==> src/rtl/cellrv32_gptmr_multi.sv <==
// Multi-channel general-purpose timer with bus register window.
// Each channel counts prescaled ticks up to a threshold; matches raise shared, maskable interrupts.
module cellrv32_gptmr_multi #(
  parameter int unsigned NUM_CH    = 4,
  parameter int unsigned CNT_W     = 32,
  parameter logic [31:0] BASE_ADDR = 32'hFFFFF300
) (
  input  logic        clk_i,
  input  logic        rstn_i,
  input  logic [31:0] addr_i,
  input  logic        rden_i,
  input  logic        wren_i,
  input  logic [31:0] data_i,
  output logic [31:0] data_o,
  output logic        ack_o,
  output logic        clkgen_en_o,
  input  logic [7:0]  clkgen_i,
  output logic        irq_o
);

  localparam int unsigned PRSC_W = 3;
  localparam int unsigned SLOT_W = 4;

  logic                rd;
  logic                wr;
  logic                irq_sel;
  logic [SLOT_W-1:0]   slot;
  logic [1:0]          reg_sel;

  logic [NUM_CH-1:0]   en;
  logic [NUM_CH-1:0]   mode;
  logic [NUM_CH-1:0]   tick;
  logic [NUM_CH-1:0]   pending;
  logic [NUM_CH-1:0]   ien;
  logic [PRSC_W-1:0]   prsc  [NUM_CH];
  logic [CNT_W-1:0]    thres [NUM_CH];
  logic [CNT_W-1:0]    count [NUM_CH];

  logic [NUM_CH-1:0]   ctrl_we;
  logic [NUM_CH-1:0]   thres_we;
  logic [NUM_CH-1:0]   count_we;
  logic [NUM_CH-1:0]   match;
  logic [NUM_CH-1:0]   irq_clr;
  logic [31:0]         rdata;
  logic                unused_bits;

  assign rd          = rden_i & (addr_i[31:8] == BASE_ADDR[31:8]);
  assign wr          = wren_i & (addr_i[31:8] == BASE_ADDR[31:8]);
  assign irq_sel     = (addr_i[7:2] == 6'd0);
  assign slot        = addr_i[7:4];
  assign reg_sel     = addr_i[3:2];
  assign irq_clr     = (wr && irq_sel) ? data_i[NUM_CH-1:0] : '0;
  assign clkgen_en_o = |en;
  assign unused_bits = ^{addr_i[1:0], data_i};

  // Per-channel write strobes and match events; a COUNT write suppresses the match
  always_comb begin
    ctrl_we  = '0;
    thres_we = '0;
    count_we = '0;
    match    = '0;
    for (int n = 0; n < NUM_CH; n++) begin
      if (wr && (slot == SLOT_W'(n + 1))) begin
        ctrl_we[n]  = (reg_sel == 2'd0);
        thres_we[n] = (reg_sel == 2'd1);
        count_we[n] = (reg_sel == 2'd2);
      end
      match[n] = en[n] & tick[n] & (count[n] == thres[n]) & ~count_we[n];
    end
  end

  // Read data mux; unmapped offsets and absent channels return zero
  always_comb begin
    rdata = '0;
    if (irq_sel) begin
      rdata[NUM_CH-1:0]  = pending;
      rdata[8 +: NUM_CH] = ien;
    end
    for (int n = 0; n < NUM_CH; n++) begin
      if (slot == SLOT_W'(n + 1)) begin
        case (reg_sel)
          2'd0:    rdata[4:0]       = {mode[n], prsc[n], en[n]};
          2'd1:    rdata[CNT_W-1:0] = thres[n];
          2'd2:    rdata[CNT_W-1:0] = count[n];
          default: rdata            = '0;
        endcase
      end
    end
  end

  // Channel state: software writes take priority over hardware updates
  always_ff @(posedge clk_i or negedge rstn_i) begin
    if (!rstn_i) begin
      en   <= '0;
      mode <= '0;
      tick <= '0;
      for (int n = 0; n < NUM_CH; n++) begin
        prsc[n]  <= '0;
        thres[n] <= '0;
        count[n] <= '0;
      end
    end else begin
      for (int n = 0; n < NUM_CH; n++) begin
        tick[n] <= clkgen_i[prsc[n]];
        if (ctrl_we[n]) begin
          en[n]   <= data_i[0];
          prsc[n] <= data_i[3:1];
          mode[n] <= data_i[4];
        end else if (match[n] && !mode[n]) begin
          en[n] <= 1'b0;
        end
        if (thres_we[n]) begin
          thres[n] <= data_i[CNT_W-1:0];
        end
        if (count_we[n]) begin
          count[n] <= data_i[CNT_W-1:0];
        end else if (match[n]) begin
          if (mode[n]) begin
            count[n] <= '0;
          end
        end else if (en[n] && tick[n]) begin
          count[n] <= count[n] + CNT_W'(1);
        end
      end
    end
  end

  // Interrupt register, combined irq and bus response
  always_ff @(posedge clk_i or negedge rstn_i) begin
    if (!rstn_i) begin
      pending <= '0;
      ien     <= '0;
      irq_o   <= 1'b0;
      ack_o   <= 1'b0;
      data_o  <= '0;
    end else begin
      if (wr && irq_sel) begin
        ien <= data_i[8 +: NUM_CH];
      end
      pending <= (pending & ~irq_clr) | match;
      irq_o   <= |(pending & ien);
      ack_o   <= rd | wr;
      data_o  <= rd ? rdata : '0;
    end
  end

endmodule

==> config.mk <==
export PLATFORM = sky130hd
export DESIGN_NAME = cellrv32_gptmr_multi
export DESIGN_NICKNAME = d
export VERILOG_FILES = /design/src/rtl/cellrv32_gptmr_multi.sv
export SDC_FILE = /design/constraint.sdc
export NUM_CORES = 1
export LEC_CHECK = 0
export BUFFER_PORTS_ARGS = -buffer_cell sky130_fd_sc_hd__buf_2
export CAP_MARGIN = 20
export CORE_AREA = 3 3 250 203
export CTS_BUF_LIST = sky130_fd_sc_hd__clkbuf_2 sky130_fd_sc_hd__clkbuf_4 sky130_fd_sc_hd__clkbuf_8
export DETAILED_ROUTE_END_ITERATION = 8
export DIE_AREA = 0 0 253 206
export GPL_TIMING_DRIVEN = 1
export PLACE_DENSITY_LB_ADDON = 0.05
export RECOVER_POWER = 50
export SLEW_MARGIN = 15
export SYNTH_ARGS = -nofsm -noshare
export SYNTH_HDL_FRONTEND = slang
export SYNTH_SLANG_ARGS = --single-unit
==> constraint.sdc <==
create_clock -name clk_i -period 4.74 [get_ports clk_i]
set_input_delay 0.711 -clock clk_i [delete_from_list [all_inputs] [get_ports clk_i]]
set_output_delay 0.711 -clock clk_i [all_outputs]
set_load 0.05 [all_outputs]
* Word level (Yosys, flattened, before mapping)
Cells that the tools add are included.
** Storage, ports and cells
- Word-level logic and storage cells :: 165
- Output and inout bits :: 35
- Flip-flop bits (word level) :: 322
** Operators by class
- Reduce and logical (&&, ||, !) cells :: 33
- Add/sub/neg operators :: 4
- Muxes and demuxes :: 60
- Bitwise gates (word level) :: 23
- Equality and inequality tests :: 15
- Magnitude comparators :: 4
** Operator list (number)
- 2-to-1 mux 32 bit :: 21
- one-hot mux 27 bit (3 select lines) :: 4
- adder 32 x 1 -> 32 bit, second input constant :: 4
- equality test 32 bit :: 4
- one-hot mux 5 bit (3 select lines) :: 4
- equality test 24 bit, second input constant :: 1
- 2-to-1 mux 1 bit :: 24
- less-than comparator 3 x 4 -> 1 bit, second input constant :: 4
- AND 1 bit :: 14
- logical AND 1 bit :: 13
- binary-select mux 1 bit (select 3 bit) :: 4
- 2-to-1 mux 4 bit :: 3
- inequality test 3 bit, second input constant :: 4
- nonzero test 3 bit :: 4
- AND 4 bit :: 2
- equality test 4 x 2 -> 1 bit, second input constant :: 2
- AND reduction 2 bit :: 4
- nonzero test 2 bit :: 4
- OR reduction 4 bit :: 2
- zero test 6 bit :: 1
- equality test 4 x 1 -> 1 bit, second input constant :: 1
- equality test 4 x 3 -> 1 bit, second input constant :: 1
- zero test 1 bit :: 4
- NOT 1 bit :: 4
- other kinds (6) :: 6

* Logic depth before layout (Yosys ltp)
Gate-level depths: netlist of the first run.
- Word-level depth :: 11
- Gate-level depth with buffers :: 11
- Gate-level depth less buffers :: 8

* Least setup slack after synthesis of the first run
Ideal clock, no wire load.
- Path type :: input-to-reg
- Start point :: in addr_i[11]
- End point :: reg count[6] (netlist bit)
- Arrival time :: 2.743 ns
- Library setup time :: 0.126 ns
- Setup slack :: 1.871 ns
- Buffers on the path :: 3
- Stages :: 10
- Path through :: nand4b_1 -> or4_1 -> buf_4 -> or3_1 -> buf_6 -> nor2_8 -> or2_1 -> buf_6 -> o22ai_1 -> a221o_1
** On the way
- Cells in the longest elaborated chain, start to end :: 8
** RTL lines
- from (decl) :: RTL line 10 : input logic [31:0] addr_i,
- equality test 24 bit * :: RTL line 48 : assign wr = wren_i & (addr_i[31:8] == BASE_ADDR[31:8]);
- AND 1 bit * :: RTL line 48
- logical AND 1 bit * :: RTL line 63 : if (wr && (slot == SLOT_W'(n + 1))) begin
- 2-to-1 mux 1 bit * :: RTL line 63
- NOT 1 bit :: RTL line 68 : match[n] = en[n] & tick[n] & (count[n] == thres[n]) & ~count_we[n];
- AND 1 bit :: RTL line 68
- inequality test 3 bit (no line), or another cell as far along
- AND reduction 2 bit (no line) or 2-to-1 mux 32 bit (tied branches)
- to (signal, indexed assignment) :: RTL line 116 : count[n] <= data_i[CNT_W-1:0];
- to (signal, indexed assignment) :: RTL line 122 : count[n] <= count[n] + CNT_W'(1);
- to (decl) :: RTL line 37 : logic [CNT_W-1:0] count [NUM_CH];
Mark *: on every way between the ends. The rest lies on a longest branch, timed or not.
A chain may end at the register's enable or synchronous reset.

* Worst setup path in the final report of the first run
- Start point :: in addr_i[11]
- End point :: reg count[99] (netlist bit)
The elaborated chain is that of the path after synthesis.

==> results.txt, run 1 <==
----------------------------------------------------
[Synthesis]
  Mapped Cells ... 2043
  Synth Area in Compound Gates ... 0.197
  Most used flip-flop cell after synthesis ... dfrtp_1
  Adder-cell share of the synthesized area ... 0.00260
  Post-synthesis share of cell area spent on xor and xnor gates ... 0.0583
  Post-synthesis mux area share ... 0.108
  Post-Synth Simple-Gate Area ... 0.167
  Synthesized net count ... 2123
  Number of synthesized flops with an enable pin ... 0
  Portion of the post-synthesis area used by sequential elements ... 0.419
  Mean Syn Cell Area ... 9.41 sq um
  Synth warnings ... 0
  Cell variety after synth ... 72
  Post-synthesis cell area ... 19200 sq um
  Async set-or-reset flop fraction in the synthesized netlist ... 1.00
  Main combinational cell family by area after synthesis ... compound AO/OA/AOI/OAI gates
  Synthesis-stage register bit count ... 322

[Cells and area]
  NumNets Final ... 2152
  Combined area of the multi-input logic cells ... 10300 sq um
  Sequential cell area ... 8060 sq um
  Leading cell types in the layout, fill and taps excluded ... 322 x dfrtp_1, 198 x nand2_1, 144 x mux2_2
  Share of final-layout standard cells stronger than drive strength 1 ... 0.196
  Filler instances ... 4757
  Commonest non-fill, non-tap cell in the layout ... dfrtp_1
  Syn-to-layout area delta ... 11.2%

[Pwr]
  Relative contribution of the clock network to total power ... 0.459
  Combinational fraction of design power ... 0.076
  Power density over cell area ... 284 nW/um^2
  NetSw ... 1650 uW
  Leakage component of the power ... 0.00894 uW
  Design internal power ... 4430 uW
  Sequential power share ... 0.464
  Total power of the final layout ... 6080 uW
  Switching share of power ... 0.271
  Peak VDD IR ... 197 uV

[CTS]
  Number of sinks handled by clock tree synthesis ... 322
  Clock input transition at the sequential cells of the worst setup and hold paths ... 0.06 ns
  Clk_lat worst skew ... 0.68 ns
  Root Driver ... clkbuf_8
  Bufs on Longest Clock Path ... 3
  Post-CTS Repair Setup Buffers ... 0
  CTS tree ... done
  Number of buffers inserted during clock tree synthesis ... 57
  Post-CTS Hold Fix Bufs ... 1
  Number of levels the H-tree was split into ... 2
  Resize count post-CTS ... 0

[Die]
  Core region area ... 48300 sq um
  Chip Width ... 253 um
  Die Y ... 206 um
  Initial cell density of the core ... 0.398
  Num rows ... 72
  DIE AREA ... 52100 sq um
  Number of placed I/O pins ... 111

[Timing]
  Tightest Pin Transition ... 2.42 ns
  Slew headroom ... -0.613
  Fin Hold WS ... 0.346 ns
  Setup Skew ... 0.0377 ns
  Final Cycle Share ... 0.729
  RSZ-0062 raised after global routing ... no
  Highest clock rate ... 290 MHz
  Final hold violations ... 0
  Clock period minus final worst setup slack ... 3.45 ns
  Count of final setup violators ... 0
  Slew Viols, Final ... 214
  Aggregate negative setup slack ... 0 ns

[Critical path]
  Worst reg2reg setup slack ... 1.44 ns
  Max Fanout on Critical Path ... 14
  Class of the most critical setup path ... in2reg
  Required time worst endpoint ... 5.28 ns
  Sort of element at the start of the critical path ... input port
  Endpoint of the lowest-slack register-to-register path ... count[120]$_DFFE_PN0P_
  Data arrival, critical path ... 4.00 ns
  Type of destination of the critical path ... flip-flop
  Worst reg2reg path startpoint ... count[96]$_DFFE_PN0P_
  Worst Reg2Reg Path Length in Cells ... 8

[Global route]
  Largest net degree at the start of global routing ... 106
  Wire length of the first global-routing pass ... 109000 um
  Aggregate global-route resource usage ... 0.282
  Number of antenna violations at the first check in global routing ... 1
  Leftover overflow at the end of global routing ... 0
  Number of global-route vias before repair ... 16.5k

[Status]
  Failing checks ... max-capacitance violations, max-slew violations
  Outcome ... finished, violations left

[Job]
  Max cap viols ... 3

[Min path]
  Hold depth ... 3
  Hold Crit Endpoint ... ack_o$_DFF_PN0_
  Hold Crit Class ... in2reg
  Hold wc startpoint ... wren_i

[Routing]
  Vias after detailed routing ... 17.0k
  Per-cell routed wire length ... 26.8 um
  Count of nets left with antenna violations after detail routing ... 0
  Final wirelength ... 73500 um
  Number of violations reported at the end of detailed-routing iteration 0 ... 1500
  Iteration count of the initial detailed-routing pass ... 6
  Residual DRC ... 0
  Detailed-route vias per instance ... 6.19

[Placement]
  Placer congestion estimate ... 0.889
  Dpl hpwl ... 52500 um
  Buffers added on ports ... 108

----------------------------------------------------
[power groups by stage]
stage / Sequential, uW / Clock [uW] / Combinational [uW]
after floorplan: 2850 / 0 / 208
after global placement: 2870 / 0 / 460
after detailed placement: 2870 / 0 / 461
after CTS: 2820 / 2860 / 463
after global routing: 2830 / 2970 / 498
final: 2820 / 2790 / 463
[logic make-up after synthesis]
kind of cell	count (synthesis)
xor gates and xnor gates	128
muxes	179
DFF	322
adders and majority gates	4
AOI/OAI and AO/OA	548
buffers and inverters	220
and+or+nand+nor	642
[worst max path at each step]
| stage | depth (start not counted) | start | slack (ns) | endpoint |
|---|---|---|---|---|
| final | 8 | addr_i[11] | 1.29 | count[99]$_DFFE_PN0P_ |
| after global routing | 3 | rstn_i | 0.74 | data_o[23]$_DFF_PN0_ |
| after CTS | 8 | addr_i[11] | 1.39 | count[99]$_DFFE_PN0P_ |
| after detailed placement | 8 | addr_i[11] | 0.67 | count[99]$_DFFE_PN0P_ |
| after global placement | 8 | addr_i[11] | 0.64 | count[2]$_DFFE_PN0P_ |
| after floorplan | 10 | addr_i[11] | 1.87 | count[6]$_DFFE_PN0P_ |
[cell usage after synthesis (5+ instances only)]
master	instances	area share
a211oi_1	11	0.0043
a21o_1	47	0.018
a21oi_1	57	0.015
a221o_1	30	0.016
a221oi_1	8	0.0036
a22o_1	8	0.0036
a22oi_1	112	0.044
a32oi_1	10	0.0046
and2_1	6	0.0020
and3_1	32	0.010
and4_1	6	0.0027
buf_1	12	0.0023
buf_2	36	0.0094
buf_4	6	0.0023
clkbuf_1	115	0.022
dfrtp_1	322	0.42
inv_1	46	0.0090
mux2_2	144	0.084
mux2i_1	25	0.013
mux4_2	8	0.0094
nand2_1	198	0.039
nand2b_1	9	0.0029
nand3_1	59	0.015
nand4_1	55	0.018
nand4b_1	5	0.0023
nor2_1	134	0.026
nor3_1	43	0.011
nor3b_1	13	0.0051
nor4_1	20	0.0065
o211ai_1	14	0.0055
o21ai_0	114	0.030
o22ai_1	58	0.019
o31a_1	19	0.0087
o31ai_1	11	0.0043
o41ai_1	15	0.0068
or2_2	5	0.0016
or3_1	25	0.0081
or4_1	10	0.0039
xnor2_1	84	0.038
xor2_1	44	0.020
[state kept, by name (all words and copies together), names as in the netlist]
register	count
en	4
mode	4
irq_o	1
count	128
data_o	32
ack_o	1
tick	4
ien	4
prsc	12
pending	4
thres	128
[layout make-up]
type,instances,area share
clock inverter,7,0.00176
timing repair buffer,144,0.0391
tap,629,0.0368
sequential,322,0.377
antenna,1,0.000117
inverter,46,0.00807
clock buffer,95,0.0544
multi-input combinational,1501,0.483
[worst max-delay path, stage by stage]
cell and delay [ns]:
buf_2 0.10, nand4b_1 0.14, or4_1 0.82, or3_1 0.78, nor2_4 0.51, nor2_1 0.38, a21o_1 0.26, a221o_1 0.28
[stage by stage]
step / area (sq um) / std cells / setup slack [ns] / utilization
6_report: 21400 / 2745 / 1.29 / 0.443
5_1_grt: 21400 / 2744 / 0.743 / 0.443
4_1_cts: 21400 / 2744 / 1.39 / 0.444
3_5_place_dp: 20200 / 2641 / 0.672 / 0.419
3_3_place_gp: 20200 / 2640 / 0.643 / 0.419
2_1_floorplan: 19200 / 2043 / 1.87 / -
[routing by layer]
metal	track usage	part of all wire	up-vias	wire (um)
li1	-	-	7631	-
met1	0.405	0.45	8518	32800
met2	0.419	0.43	703	31700
met3	0.0654	0.090	128	6640
met4	0.0947	0.032	0	2350
met5	0	0	-	0
Note: power is estimated with default switching activity, not from simulation.
==> run 2, diff against run 1 <==
--- a/config.mk
+++ b/config.mk
@@ -5,12 +5,13 @@
 export SDC_FILE = /design/constraint.sdc
 export NUM_CORES = 1
 export LEC_CHECK = 0
+export ABC_AREA = 1
 export BUFFER_PORTS_ARGS = -buffer_cell sky130_fd_sc_hd__buf_2
 export CAP_MARGIN = 20
-export CORE_AREA = 3 3 250 203
+export CORE_AREA = 3 3 273 221
 export CTS_BUF_LIST = sky130_fd_sc_hd__clkbuf_2 sky130_fd_sc_hd__clkbuf_4 sky130_fd_sc_hd__clkbuf_8
 export DETAILED_ROUTE_END_ITERATION = 8
-export DIE_AREA = 0 0 253 206
+export DIE_AREA = 0 0 276 224
 export GPL_TIMING_DRIVEN = 1
 export PLACE_DENSITY_LB_ADDON = 0.05
 export RECOVER_POWER = 50
==> constraint.sdc (replaced) <==
create_clock -name clk_i -period 3.5 [get_ports clk_i]
set_input_delay 0.525 -clock clk_i [delete_from_list [all_inputs] [get_ports clk_i]]
set_output_delay 0.525 -clock clk_i [all_outputs]
set_load 0.05 [all_outputs]
==> results.txt, run 2 <==
----------------------------------------------------
[Status]
  Failing checks ... max-capacitance violations, max-slew violations
  Outcome ... finished, violations left

[Cells and area]
  Non-filler instance count after layout ... 4577
  Syn-to-layout area delta ... 11.7%
  Share of final-layout standard cells stronger than drive strength 1 ... 0.0864
  Leading cell types in the layout, fill and taps excluded ... 1561 x nand2_1, 370 x inv_1, 324 x nor2_1
  Biggest regs ... count x128, thres x128, data_o x32
  Commonest non-fill, non-tap cell in the layout ... nand2_1
  NumNets Final ... 3835
  Filler instances ... 6332

[CTS]
  Number of sinks handled by clock tree synthesis ... 322
  Clock input transition at the sequential cells of the worst setup and hold paths ... 0.06 ns
  CTS tree ... done
  Root Driver ... clkbuf_8
  Number of levels the H-tree was split into ... 2
  Number of buffers inserted during clock tree synthesis ... 60
  Clk_lat worst skew ... 0.72 ns
  Bufs on Longest Clock Path ... 3

[Placement]
  Buffers added on ports ... 108
  Placer congestion estimate ... 1.06
  Dpl hpwl ... 81700 um
  Cell count after placement ... 4461

[Critical path]
  Type of destination of the critical path ... async pin
  Required time worst endpoint ... 3.89 ns
  Worst Reg2Reg Path Length in Cells ... 13
  Slowest stage cell on the critical path ... clkbuf_2
  Class of the most critical setup path ... in2async
  Sort of element at the start of the critical path ... input port
  Crit-path leading delay family ... buffers and inverters
  Worst path depth ... 3
  Data arrival, critical path ... 3.05 ns
  Max Fanout on Critical Path ... 66
  Critical path buffer and inverter count ... 3
  Worst-path cell chain ... dlygate4sd3_1 > buf_8 > clkbuf_2
  Crit path largest cell delay ... 1.42 ns

[Timing]
  Clock period minus final worst setup slack ... 2.65 ns
  Slew headroom ... -0.327
  Setup Skew ... 0.0417 ns
  Count of final setup violators ... 0
  Slew Viols, Final ... 199
  Final hold violations ... 0
  Final Cycle Share ... 0.758
  Highest clock rate ... 377 MHz
  Aggregate negative setup slack ... 0 ns
  RSZ-0062 raised after global routing ... no
  Tightest Pin Transition ... 1.99 ns

[Synthesis]
  Mapped Cells ... 3683
  Most used flip-flop cell after synthesis ... dfrtp_1
  Synth warnings ... 0
  Post-synthesis cell area ... 23000 sq um
  Leading cell types by total area after synthesis ... dfrtp_1 35%, nand2_1 26%, inv_1 6.0%, nor2_1 5.2%, nand3_1 4.8%
  Portion of the post-synthesis area used by sequential elements ... 0.350
  Cell variety after synth ... 41
  Synthesized net count ... 3763
  Area leader, netlist ... dfrtp_1
  Synthesis-stage register bit count ... 322
  Mean Syn Cell Area ... 6.24 sq um
  Cell with the most instances after synthesis ... nand2_1
  Number of synthesized flops with an enable pin ... 0
  Proportion of netlist area held by the largest area contributor ... 0.350
  Async set-or-reset flop fraction in the synthesized netlist ... 1.00
  Ranking of synthesized cells by instance count ... 1565 x nand2_1, 370 x inv_1, 322 x dfrtp_1

[Global route]
  Number of global-route vias before repair ... 22.9k
  Met1 track utilization from global routing ... 0.514
  Most crowded layer after global routing ... met1
  Met3 Usage GRT ... 0.0801
  Largest net degree at the start of global routing ... 82
  Aggregate global-route resource usage ... 0.355
  Wire length of the first global-routing pass ... 161000 um
  Number of antenna violations at the first check in global routing ... 10
  Leftover overflow at the end of global routing ... 0
  Met2 global-route usage ... 0.499

[Die]
  DIE AREA ... 61800 sq um
  Initial cell density of the core ... 0.397
  Die Y ... 224 um
  Num rows ... 79
  Number of placed I/O pins ... 111
  Chip Width ... 276 um
  Core region area ... 57900 sq um

[Routing]
  Count of nets left with antenna violations after detail routing ... 0
  Vias after detailed routing ... 25.0k
  Detailed-route vias per instance ... 5.46
  Per-cell routed wire length ... 24.5 um
  Residual DRC ... 0
  Number of violations reported at the end of detailed-routing iteration 0 ... 3310
  Iteration count of the initial detailed-routing pass ... 7
  Final wirelength ... 112000 um

[Min path]
  Hold depth ... 3
  Hold Crit Class ... in2reg

[Pwr]
  Power density over cell area ... 343 nW/um^2
  Leakage component of the power ... 0.0129 uW
  Peak VDD IR ... 294 uV

[Job]
  Max cap viols ... 3

----------------------------------------------------
[run 2: per-stage QoR]
stage	cell area (sq um)	total power [uW]	setup WS [ns]	hold WS (ns)	utilization
2_1_floorplan	23000	3920	1.65	0.229	-
3_3_place_gp	24300	4330	0.405	0.470	0.419
3_5_place_dp	24300	4330	0.408	0.477	0.419
4_1_cts	25700	8880	1.01	0.173	0.444
5_1_grt	25700	9050	0.520	0.203	0.443
6_report	25700	8810	0.846	0.211	0.443
[run 2: cells by family after synthesis]
group	Yosys count	share of synthesized area
flops	322	0.350
xor+xnor	111	0.0423
simple gates	2284	0.405
compound gates	411	0.104
fa+ha+maj	4	0.00218
buf+inv	551	0.0957
[run 2: final timing paths]
check                                              end  slack [ns]                   from
worst max-delay path             count[59]$_DFFE_PN0P_        0.85                 rstn_i
worst min-delay path                   ack_o$_DFF_PN0_        0.21                 rden_i
worst max register to register   count[54]$_DFFE_PN0P_        0.98  count[32]$_DFFE_PN0P_
worst min register to register      ien[1]$_DFFE_PN0P_        0.49     ien[1]$_DFFE_PN0P_
max in group clk_i               count[54]$_DFFE_PN0P_        0.98  count[32]$_DFFE_PN0P_
min in group asynchronous       count[102]$_DFFE_PN0P_        0.32                 rstn_i
[run 2: worst reg2reg max path, delay by kind of cell (launching register included)]
family,cells,cell delay (ns)
buffers and inverters,3,0.70
flip-flops,1,0.52
AND/OR/NAND/NOR,10,1.19
[run 2: power by group]
part / switching, uW / internal [uW] / total [uW] / leakage [uW]
combinational: 475 / 74.4 / 549 / 0.00769
clock: 1960 / 2580 / 4530 / 0.000761
sequential: 1.16 / 3720 / 3730 / 0.00443
total: 2440 / 6370 / 8810 / 0.0129
[run 2: final cells by class]
type                            instances  area (sq um)  share of cell area
Antenna cell                            1          2.50           0.0000974
Clock buffer                           82          1100              0.0430
Clock inverter                         32           349              0.0136
Tap cell                              769           962              0.0375
Sequential cell                       322          8060               0.314
Timing Repair Buffer                  162           973              0.0379
Inverter                              399          1500              0.0583
Multi-Input combinational cell       2810         12700               0.496
[run 2: metal layers]
metal | up-vias | part of all wire
met5 | - | 0.00029
met4 | 4 | 0.054
met3 | 213 | 0.10
met2 | 1200 | 0.40
met1 | 11800 | 0.45
li1 | 11800 | -
[run 2: timing repair]
item | 4_1_cts | 5_1_grt
setup buffers | 0 | 0
hold buffers | 1 | 0
endpoints found under the hold margin | 45 | 0
gates resized for setup | 0 | 0
==> run 3, diff against run 2 <==
==> constraint.sdc (replaced) <==
create_clock -name clk_i -period 2.2 [get_ports clk_i]
set_input_delay 0.33 -clock clk_i [delete_from_list [all_inputs] [get_ports clk_i]]
set_output_delay 0.33 -clock clk_i [all_outputs]
set_load 0.05 [all_outputs]
==> results.txt, run 3 (synthesized netlist as in run 2, its figures left out) <==
----------------------------------------------------
[CTS]
  Number of levels the H-tree was split into ... 2
  Clock input transition at the sequential cells of the worst setup and hold paths ... 0.06 ns
  Number of buffers inserted during clock tree synthesis ... 61
  CTS tree ... done
  Root Driver ... clkbuf_8
  Clk_lat worst skew ... 0.71 ns
  Bufs on Longest Clock Path ... 3
  Number of sinks handled by clock tree synthesis ... 322

[Die]
  Initial cell density of the core ... 0.397
  DIE AREA ... 61800 sq um
  Chip Width ... 276 um
  Core region area ... 57900 sq um
  Number of placed I/O pins ... 111
  Num rows ... 79
  Die Y ... 224 um

[Pwr]
  Power density over cell area ... 489 nW/um^2
  Total power of the final layout ... 13800 uW
  Leakage component of the power ... 0.0143 uW
  Peak VDD IR ... 519 uV

[Critical path]
  Data arrival, critical path ... 1.84 ns
  Max Fanout on Critical Path ... 4
  Sort of element at the start of the critical path ... flip-flop
  Crit path largest cell delay ... 0.44 ns
  Slowest stage cell on the critical path ... dfrtp_1
  Type of destination of the critical path ... output pin
  Crit-path leading delay family ... simple AND/OR/NAND/NOR gates
  Class of the most critical setup path ... reg2out
  Worst-path cell chain ... nor2_1 > nand3_1 > buf_2
  Critical path buffer and inverter count ... 1
  Worst reg2reg setup slack ... 0.09 ns
  Required time worst endpoint ... 1.87 ns

[Cells and area]
  Final standard cell utilization of the core ... 0.486
  Biggest regs ... count x128, thres x128, data_o x32
  Syn-to-layout area delta ... 22.6%
  Share of final-layout standard cells stronger than drive strength 1 ... 0.154
  Leading cell types in the layout, fill and taps excluded ... 1561 x nand2_1, 369 x inv_1, 310 x nor2_1
  Commonest non-fill, non-tap cell in the layout ... nand2_1
  NumNets Final ... 4111

[Placement]
  Buffers added on ports ... 108
  Placer congestion estimate ... 1.10
  Dpl hpwl ... 87500 um
  Post-Place Worst Slack ... -0.121 ns

[Timing]
  Final Cycle Share ... 0.984
  Highest clock rate ... 462 MHz
  Tightest Pin Transition ... 1.10 ns
  Setup slack of the critical path after layout ... 0.0346 ns
  Setup Skew ... 0.0213 ns
  Slew Viols, Final ... 0
  Count of final setup violators ... 0
  Final hold violations ... 0
  Slew headroom ... 0.266
  Clock period minus final worst setup slack ... 2.17 ns

[Routing]
  Per-cell routed wire length ... 24.0 um
  Count of nets left with antenna violations after detail routing ... 0
  Final wirelength ... 116000 um
  Number of violations reported at the end of detailed-routing iteration 0 ... 2976
  Residual DRC ... 0
  Detailed-route vias per instance ... 5.43
  Vias after detailed routing ... 26.4k
  Iteration count of the initial detailed-routing pass ... 6

[Status]
  Outcome ... finished, final reports clean

[Global route]
  Wire length of the first global-routing pass ... 165000 um
  Leftover overflow at the end of global routing ... 0
  Number of antenna violations at the first check in global routing ... 9
  Number of global-route vias before repair ... 24.1k
  Aggregate global-route resource usage ... 0.367
  Largest net degree at the start of global routing ... 65

[Job]
  Max cap viols ... 0

[Min path]
  Hold Crit Class ... in2reg

----------------------------------------------------
[run 3: cell count changes in the layout (fill, tap and decap cells not counted), sizes merged]
cell | previous run | this run
bufinv | 7 | 3
clkbuf | 87 | 108
buf | 156 | 420
diode | 1 | 7
clkinvlp | 4 | 0
clkinv | 21 | 12
dlygate4sd3 | 1 | 5
inv | 399 | 400
[run 3: area by class of cell]
type	count	area, sq um
diodes	7	17.5
clock buffers	96	1220
clock inverters	16	165
fillers	6142	29700
inverters	399	1500
multi-input cells	2810	12800
flip-flops and latches	322	8080
well taps	769	962
repair buffers	437	3430
[run 3: worst paths after layout]
| kind | from | end | cells after the start |
|---|---|---|---|
| worst max-delay path | en[3]$_DFFE_PN0P_ | clkgen_en_o | 3 |
| worst min-delay path | clkgen_i[4] | tick[0]$_DFF_PN0_ | 3 |
| worst max register to register | count[98]$_DFFE_PN0P_ | data_o[2]$_DFF_PN0_ | 6 |
| worst min register to register | ien[3]$_DFFE_PN0P_ | ien[3]$_DFFE_PN0P_ | 2 |
| max in group asynchronous | rstn_i | thres[124]$_DFFE_PN0P_ | 3 |
| min in group asynchronous | rstn_i | count[98]$_DFFE_PN0P_ | 2 |
[run 3: layer usage]
metal	vias up	GRT usage	wire length, um
met4	8	0.195	6650
met2	1377	0.500	45300
li1	12400	-	-
met3	273	0.111	13200
met5	-	0	56
met1	12400	0.519	51300
[run 3: tightest hold or removal path: stages]
cell	delay, ns
buf_2	0.15
o21ai_0	0.15
a31oi_1	0.08
[run 3: power breakdown]
| part | leakage (uW) | internal, uW | switching (uW) |
|---|---|---|---|
| clock network | 0.000745 | 3870 | 2970 |
| registers | 0.00440 | 5930 | 1.71 |
| logic | 0.00917 | 197 | 796 |
| total | 0.0143 | 10000 | 3770 |
[run 3: repair_timing]
action | 4_1_cts | 5_1_grt
setup buffers | 0 | 2
pin swaps | 0 | 2
hold buffers | 5 | 0
hold endpoints to repair | 51 | 0
resized for setup | 2 | 35
endpoints found under the setup margin | 21 | 120
[run 3: per-stage QoR]
| stage | TNS (ns) | cells | hold WS [ns] | cell area, sq um |
|---|---|---|---|---|
| CTS | 0 | 4847 | 0.00104 | 28200 |
| global route | -0.000655 | 4851 | 0.0584 | 28200 |
| global placement | -0.326 | 4730 | 0.372 | 26800 |
| floorplan | 0 | 3683 | 0.0344 | 23000 |
| finish | 0 | 4856 | 0.0489 | 28200 |
| detailed placement | -0.309 | 4730 | 0.369 | 26800 |
